File: config.mk
export PLATFORM = sky130hd
export DESIGN_NAME = int_ctrl
export DESIGN_NICKNAME = d
export VERILOG_FILES = /design/src/rtl/int_ctrl.sv
export SDC_FILE = /design/constraint.sdc
export NUM_CORES = 1
export LEC_CHECK = 0
export CORE_MARGIN = 4
export CORE_UTILIZATION = 55
export CTS_CLUSTER_DIAMETER = 50
export DETAILED_ROUTE_END_ITERATION = 10
export PLACE_DENSITY = 0.95
export SLEW_MARGIN = 0
export SYNTH_ARGS = -nofsm -noshare
export SYNTH_HDL_FRONTEND = slang
export SYNTH_SLANG_ARGS = --single-unit
File: constraint.sdc
create_clock -name clk -period 5.35 [get_ports clk]
set_clock_uncertainty 0.1 [all_clocks]
set_input_delay 1.3375 -clock clk [delete_from_list [all_inputs] [get_ports clk]]
set_output_delay 1.3375 -clock clk [all_outputs]
set_load 0.03 [all_outputs]
File: src/rtl/int_ctrl.sv
// Vectored interrupt controller: edge-latched requests, priority arbitration,
// three-deep EPC stack for nesting, one-cycle flush pulse and eret return PC.
module int_ctrl #(
  parameter logic [31:0] VEC0 = 32'h0000_0100,
  parameter logic [31:0] VEC1 = 32'h0000_0200,
  parameter logic [31:0] VEC2 = 32'h0000_0300
) (
  input  logic        clk,
  input  logic        rst_n,
  input  logic [2:0]  irq_i,
  input  logic [2:0]  mask_i,
  input  logic        halt_i,
  input  logic [31:0] resume_pc_i,
  input  logic        eret_i,
  output logic        interrupt,
  output logic [31:0] vector_pc_o,
  output logic [31:0] epc_o,
  output logic [1:0]  level_o,
  output logic [2:0]  pending_o
);

  logic [2:0]  r_irq_q;
  logic        r_armed;
  logic [2:0]  r_pending;
  logic [1:0]  r_level;
  logic [1:0]  r_depth;
  logic [31:0] r_stk_pc  [3];
  logic [1:0]  r_stk_lvl [3];
  logic        r_interrupt;
  logic [31:0] r_vector;

  logic [2:0]  w_rise;
  logic [2:0]  w_lvl_ok;
  logic [2:0]  w_elig;
  logic [2:0]  w_sel_bit;
  logic [2:0]  w_clr;
  logic [1:0]  w_sel_lvl;
  logic [1:0]  w_pop_lvl;
  logic [31:0] w_sel_vec;
  logic [31:0] w_top_pc;
  logic        w_pop;
  logic        w_take;

  // Lines already high when reset releases count as seen, not as new edges.
  assign w_rise   = r_armed ? (irq_i & ~r_irq_q) : 3'b000;
  assign w_lvl_ok = {r_level < 2'd3, r_level < 2'd2, r_level < 2'd1};
  assign w_elig   = r_pending & mask_i & w_lvl_ok;
  assign w_pop    = eret_i && (r_level != 2'd0);
  assign w_take   = (|w_elig) && !halt_i && !eret_i && !r_interrupt;
  assign w_clr    = w_take ? w_sel_bit : 3'b000;

  always_comb begin
    w_sel_bit = 3'b000;
    w_sel_lvl = 2'd0;
    w_sel_vec = 32'h0;
    if (w_elig[2]) begin
      w_sel_bit = 3'b100;
      w_sel_lvl = 2'd3;
      w_sel_vec = VEC2;
    end else if (w_elig[1]) begin
      w_sel_bit = 3'b010;
      w_sel_lvl = 2'd2;
      w_sel_vec = VEC1;
    end else if (w_elig[0]) begin
      w_sel_bit = 3'b001;
      w_sel_lvl = 2'd1;
      w_sel_vec = VEC0;
    end
  end

  always_comb begin
    w_top_pc  = 32'h0;
    w_pop_lvl = 2'd0;
    case (r_depth)
      2'd1: begin w_top_pc = r_stk_pc[0]; w_pop_lvl = r_stk_lvl[0]; end
      2'd2: begin w_top_pc = r_stk_pc[1]; w_pop_lvl = r_stk_lvl[1]; end
      2'd3: begin w_top_pc = r_stk_pc[2]; w_pop_lvl = r_stk_lvl[2]; end
      default: ;
    endcase
  end

  always_ff @(posedge clk or negedge rst_n) begin
    if (!rst_n) begin
      r_irq_q     <= 3'b000;
      r_armed     <= 1'b0;
      r_pending   <= 3'b000;
      r_level     <= 2'd0;
      r_depth     <= 2'd0;
      r_interrupt <= 1'b0;
      r_vector    <= 32'h0;
      for (int i = 0; i < 3; i++) begin
        r_stk_pc[i]  <= 32'h0;
        r_stk_lvl[i] <= 2'd0;
      end
    end else begin
      r_irq_q     <= irq_i;
      r_armed     <= 1'b1;
      r_pending   <= (r_pending & ~w_clr) | w_rise;
      r_interrupt <= w_take;
      r_vector    <= w_take ? w_sel_vec : 32'h0;
      // eret and take are exclusive: w_take already excludes eret_i.
      if (w_pop) begin
        r_level <= w_pop_lvl;
        r_depth <= r_depth - 2'd1;
      end else if (w_take) begin
        r_level <= w_sel_lvl;
        r_depth <= r_depth + 2'd1;
        case (r_depth)
          2'd0: begin r_stk_pc[0] <= resume_pc_i; r_stk_lvl[0] <= r_level; end
          2'd1: begin r_stk_pc[1] <= resume_pc_i; r_stk_lvl[1] <= r_level; end
          2'd2: begin r_stk_pc[2] <= resume_pc_i; r_stk_lvl[2] <= r_level; end
          default: ;
        endcase
      end
    end
  end

  assign interrupt   = r_interrupt;
  assign vector_pc_o = r_vector;
  assign epc_o       = w_top_pc;
  assign level_o     = r_level;
  assign pending_o   = r_pending;

endmodule

Yosys cells after proc, flatten, opt, wreduce, memory -nomap -nowiden
Index checks and enable logic that the tools add are counted.

Input port bits: 42. Output and inout port bits: 70. Register bits after elaboration: 146. Word-level logic and storage cells: 61.

Equal/unequal tests: 3. Muxes and demuxes: 18. Bitwise logic cells: 8. Add/subtract/negate cells: 2. $lt $le $gt $ge: 3. Reductions and logical operators: 14.

Operator list (number): case mux 32 bit (3 select lines) (1); 2-to-1 mux 32 bit (1); 2-to-1 mux 10 bit (2); 2-to-1 mux 2 bit (7); bitwise AND 3 bit (4); 2-to-1 mux 3 bit (3); 2-to-1 mux 9 bit (1); AND reduction 3 bit (3); NOT 3 bit (2); case mux 2 bit (3 select lines) (1); == test 2 bit, second input constant (2); logical AND 1 bit (4); less-than comparator 2 bit, second input constant (2); nonzero test 2 bit (2); zero test 1 bit (3); bitwise OR 3 bit (1); OR reduction 3 bit (1); adder 2 x 1 -> 2 bit, second input constant (1); == test 2 x 1 -> 1 bit, second input constant (1); zero test 2 bit (1); less-than comparator 2 x 1 -> 1 bit, second input constant (1); 2-to-1 mux 1 bit (2); subtractor 2 x 1 -> 2 bit, second input constant (1); NOT 1 bit (1).

Logic depth before layout (Yosys ltp)
Depth in word-level cells: 10. Mapped depth: 7. Gate-level depth less buffers: 6.

Worst setup path before layout
No wires, ideal clock.

Path type: register to output. Start: register r_depth[0]. End: output port epc_o[0]. Arrival time: 1.637 ns. Path buffers: 2. Data required time: 3.913 ns. Setup slack: 2.275 ns. Stages on the path, launching flop included: 7. Path through: dfrtp_1 > inv_1 > ha_1 > buf_2 > buf_1 > a222oi_1 > nor2_1.

Longest elaborated chain between the ends: 2. Elaborated cells on any way between the ends: 4. Those cells by class: eq/ne: 3; mux: 1.

RTL lines: start, declared (line 26) `logic [1:0] r_depth;`; start signal, assigned (line 104) `r_depth <= r_depth - 2'd1;`; start signal, assigned (line 107) `r_depth <= r_depth + 2'd1;`; == test 2 bit / == test 2 x 1 -> 1 bit (equally long branches) (line 74) `case (r_depth)`; case mux 32 bit (3 select lines) * (line 74); end, declared (line 17) `output logic [31:0] epc_o,`.

Every way passes the cells marked *; elsewhere a longest branch is shown, timed or not.

Worst setup path in the final report
Start: register r_depth[0]. End: output port epc_o[15].

The elaborated chain is that of the path after synthesis.

==> flow_summary.yaml <==
setup_path:
  cp.depth: 6
  required_ns: 3.91
  crit_path_end: "epc_o[15]"
  critical_path_class: "register to output port"
  slowest_stage: "ha_1"
  cp_slowest_stage_delay_ns: 0.69
  cp_cell_sequence: "inv_1 > ha_1 > buf_4 > a222oi_1 > nor2_1 > clkdlybuf4s50_1"
  reg2reg_depth: 6
  path_max_fanout: 18
  worstSetupStartpointType: "register"
  critPathCaptureType: "output port"
  startpoint: "r_depth[0]$_DFFE_PN0P_"
  cp_data_arrival_time_ns: 3.12
  critPathTopFamily: "buffers and inverters"
  r2r_end: "r_stk_pc[36]$_DFFE_PN0P_"
  rrSetupSlack_ns: 2.72
  r2r-start: "level_o[1]$_DFFE_PN0P_"
  path_buf_inv: 3
synth:
  ys_ff_latch: 116
  synth.yosys.seq_area_share: 0.536
  yosys_warnings: 0
  synth_area_mm2: 0.00542
  synth_cell_types: 38
  synth.avg_cell_area_um2: 13.8
  syn_inst: 392
timing:
  fin_crit_ns: 4.55
  setup_viol: 0
  timing.hold.ws_ns: 0.326
  final.period_utilization: 0.851
  layout_setup_ws_ns: 0.795
  fmax_mhz: 220
  worst_slew_pin_slew_ns: 1.06
  rsz0062_at_grt: "no"
  hold_viol: 0
  tns_ns: 0
  slew_violations: 0
  relSlewSlack: 0.297
clock_tree:
  clockBufferDepth: 2
  cts_setup_buffers: 0
  cts.clk_slew.worst_paths_ns: 0.06
  cts.htree.levels: 4
  root_buffer: "clkbuf_8"
  hold_buffers: 0
  cts_buffers: 17
  cts_repair_resize_count: 0
  clk_latency_ns: 0.51
  cts_num_sinks: 116
  cts_tree: "done"
power:
  switching_share: 0.364
  p_comb_frac: 0.413
  clockPowerShare: 0.244
  p_per_area_mw_per_mm2: 658
  p_leak_uw: 0.00306
  power_switching_uw: 1610
  vdd_drop_max_mv: 0.420
  internal_power_uw: 2820
  p_seq_frac: 0.344
global_route:
  antenna_found_initial: 0
  grt_max_degree: 86
  grt_use_total: 0.223
  grt_pass1_vias: 3834
  overflow: 0
  grt_pass1_wl_um: 20000
die:
  initial_core_util: 0.576
  core_mm2: 0.00942
  row_count: 35
  ios: 112
  die-height_um: 107
  die_area_mm2: 0.0115
  die-width_um: 107
drt:
  wl_per_cell_um: 19.4
  wirelength_um: 12000
  drc: 0
  routed-wl-met3_um: 657
  route.met2.wl_um: 6080
  firstDrtPassIters: 8
  vias_per_cell: 5.76
  ant_nets: 0
  first_iter_violations: 380
  wl_met1_um: 5060
  vias: 3549
  routed.top_layer: "met4"
place:
  gp_congestion: 0.769
  portBuffers: 81
  dp_hpwl_um: 7580
  dp_slack_ns: 1.34
final_layout:
  final_common_cell: "dfrtp_1"
  area_growth_pct: 24.3
  fillers: 644
  regArea_mm2: 0.00290
  num-nets-final: 521
  layout_common_cells: "dfrtp_1 (116), clkdlybuf4s50_1 (80), mux2_2 (69), a222oi_1 (34), nor2_1 (34)"
  multi_input_area_mm2: 0.00220
  diodes: 0
  drive_gt1_frac: 0.312
run_status:
  status: "finished, final reports clean"
run:
  maxCapViolations: 0
worst_hold_path:
  hold_class: "register to register"
[per-layer routing]
| layer | up-vias | track usage |
|---|---|---|
| met4 | 0 | 0.0712 |
| li1 | 1554 | - |
| met2 | 135 | 0.370 |
| met1 | 1843 | 0.289 |
| met5 | - | 0 |
| met3 | 17 | 0.0552 |
[kinds of logic after synthesis]
| logic type | count (synthesis) | synth area share |
|---|---|---|
| other | 2 | 0.00139 |
| DFF | 116 | 0.536 |
| xor gates and xnor gates | 1 | 0.00162 |
| buffers and inverters | 61 | 0.0778 |
| adders and majority gates | 5 | 0.0115 |
| and+or+nand+nor | 57 | 0.0471 |
| muxes | 102 | 0.234 |
| AOI/OAI and AO/OA | 48 | 0.0907 |
[state kept, by name (all words and copies together) (netlist names)]
signal	cells
interrupt	1
r_depth	2
pending_o	3
vector_pc_o	2
level_o	2
r_stk_lvl	6
r_irq_q	3
r_armed	1
r_stk_pc	96
[through the flow]
stage	util	total power [uW]	std cells	cell area (um^2)
after detailed placement	0.655	3340	584	6160
after global routing	0.716	4670	616	6740
final	0.716	4430	616	6740
after floorplan	-	2740	421	5530
after global placement	0.655	3260	584	6160
after CTS	0.716	4460	616	6740
[power by group through the flow]
| stage | Combinational [uW] | Sequential, uW | Clock, uW |
|---|---|---|---|
| global route | 1960 | 1570 | 1140 |
| global placement | 1770 | 1480 | 0 |
| floorplan | 1270 | 1460 | 0 |
| detailed placement | 1820 | 1520 | 0 |
| finish | 1830 | 1520 | 1080 |
| CTS | 1840 | 1520 | 1100 |
[cell type report]
cell class / count / share of cell area
sequential: 116 / 0.431
multi-input combinational: 244 / 0.327
tap: 129 / 0.0240
clock buffer: 17 / 0.0615
timing repair buffer: 90 / 0.130
inverter: 5 / 0.00316
clock inverter: 15 / 0.0236
[cells in the mapped netlist (all sizes together)]
| cell type | n | area share |
|---|---|---|
| o21ai | 5 | 0.011 |
| nand2 | 10 | 0.0069 |
| nor3 | 4 | 0.0037 |
| a32o | 1 | 0.0018 |
| nor2 | 34 | 0.024 |
| and4 | 1 | 0.0016 |
| dfrtp | 116 | 0.54 |
| inv | 5 | 0.0039 |
| and2 | 1 | 0.0012 |
| xnor2 | 1 | 0.0016 |
| mux2 | 102 | 0.23 |
| buf | 47 | 0.068 |
| and3 | 1 | 0.0014 |
| o22ai | 1 | 0.0012 |
| nand3b | 2 | 0.0028 |
| a21oi | 2 | 0.0039 |
| conb | 2 | 0.0014 |
| clkbuf | 9 | 0.0062 |
| nand4 | 1 | 0.0012 |
| a311o | 2 | 0.0039 |
| a222oi | 34 | 0.063 |
| nand3 | 1 | 0.00092 |
| o31ai | 1 | 0.0014 |
| a2111oi | 1 | 0.0028 |
| and3b | 1 | 0.0023 |
| nand4b | 1 | 0.0016 |
| ha | 5 | 0.012 |
| a2111o | 1 | 0.0021 |
[worst min path at each step]
| stage | startpoint | to | slack [ns] | cells after the start |
|---|---|---|---|---|
| after detailed placement | r_irq_q[1]$_DFF_PN0_ | pending_o[1]$_DFF_PN0_ | 0.33 | 1 |
| final | r_irq_q[1]$_DFF_PN0_ | pending_o[1]$_DFF_PN0_ | 0.33 | 1 |
| after global placement | r_irq_q[1]$_DFF_PN0_ | pending_o[1]$_DFF_PN0_ | 0.32 | 1 |
| after floorplan | r_irq_q[1]$_DFF_PN0_ | pending_o[1]$_DFF_PN0_ | 0.31 | 1 |
| after CTS | r_irq_q[1]$_DFF_PN0_ | pending_o[1]$_DFF_PN0_ | 0.33 | 1 |
| after global routing | r_irq_q[1]$_DFF_PN0_ | pending_o[1]$_DFF_PN0_ | 0.39 | 1 |
Note: power is estimated with default switching activity, not from simulation.
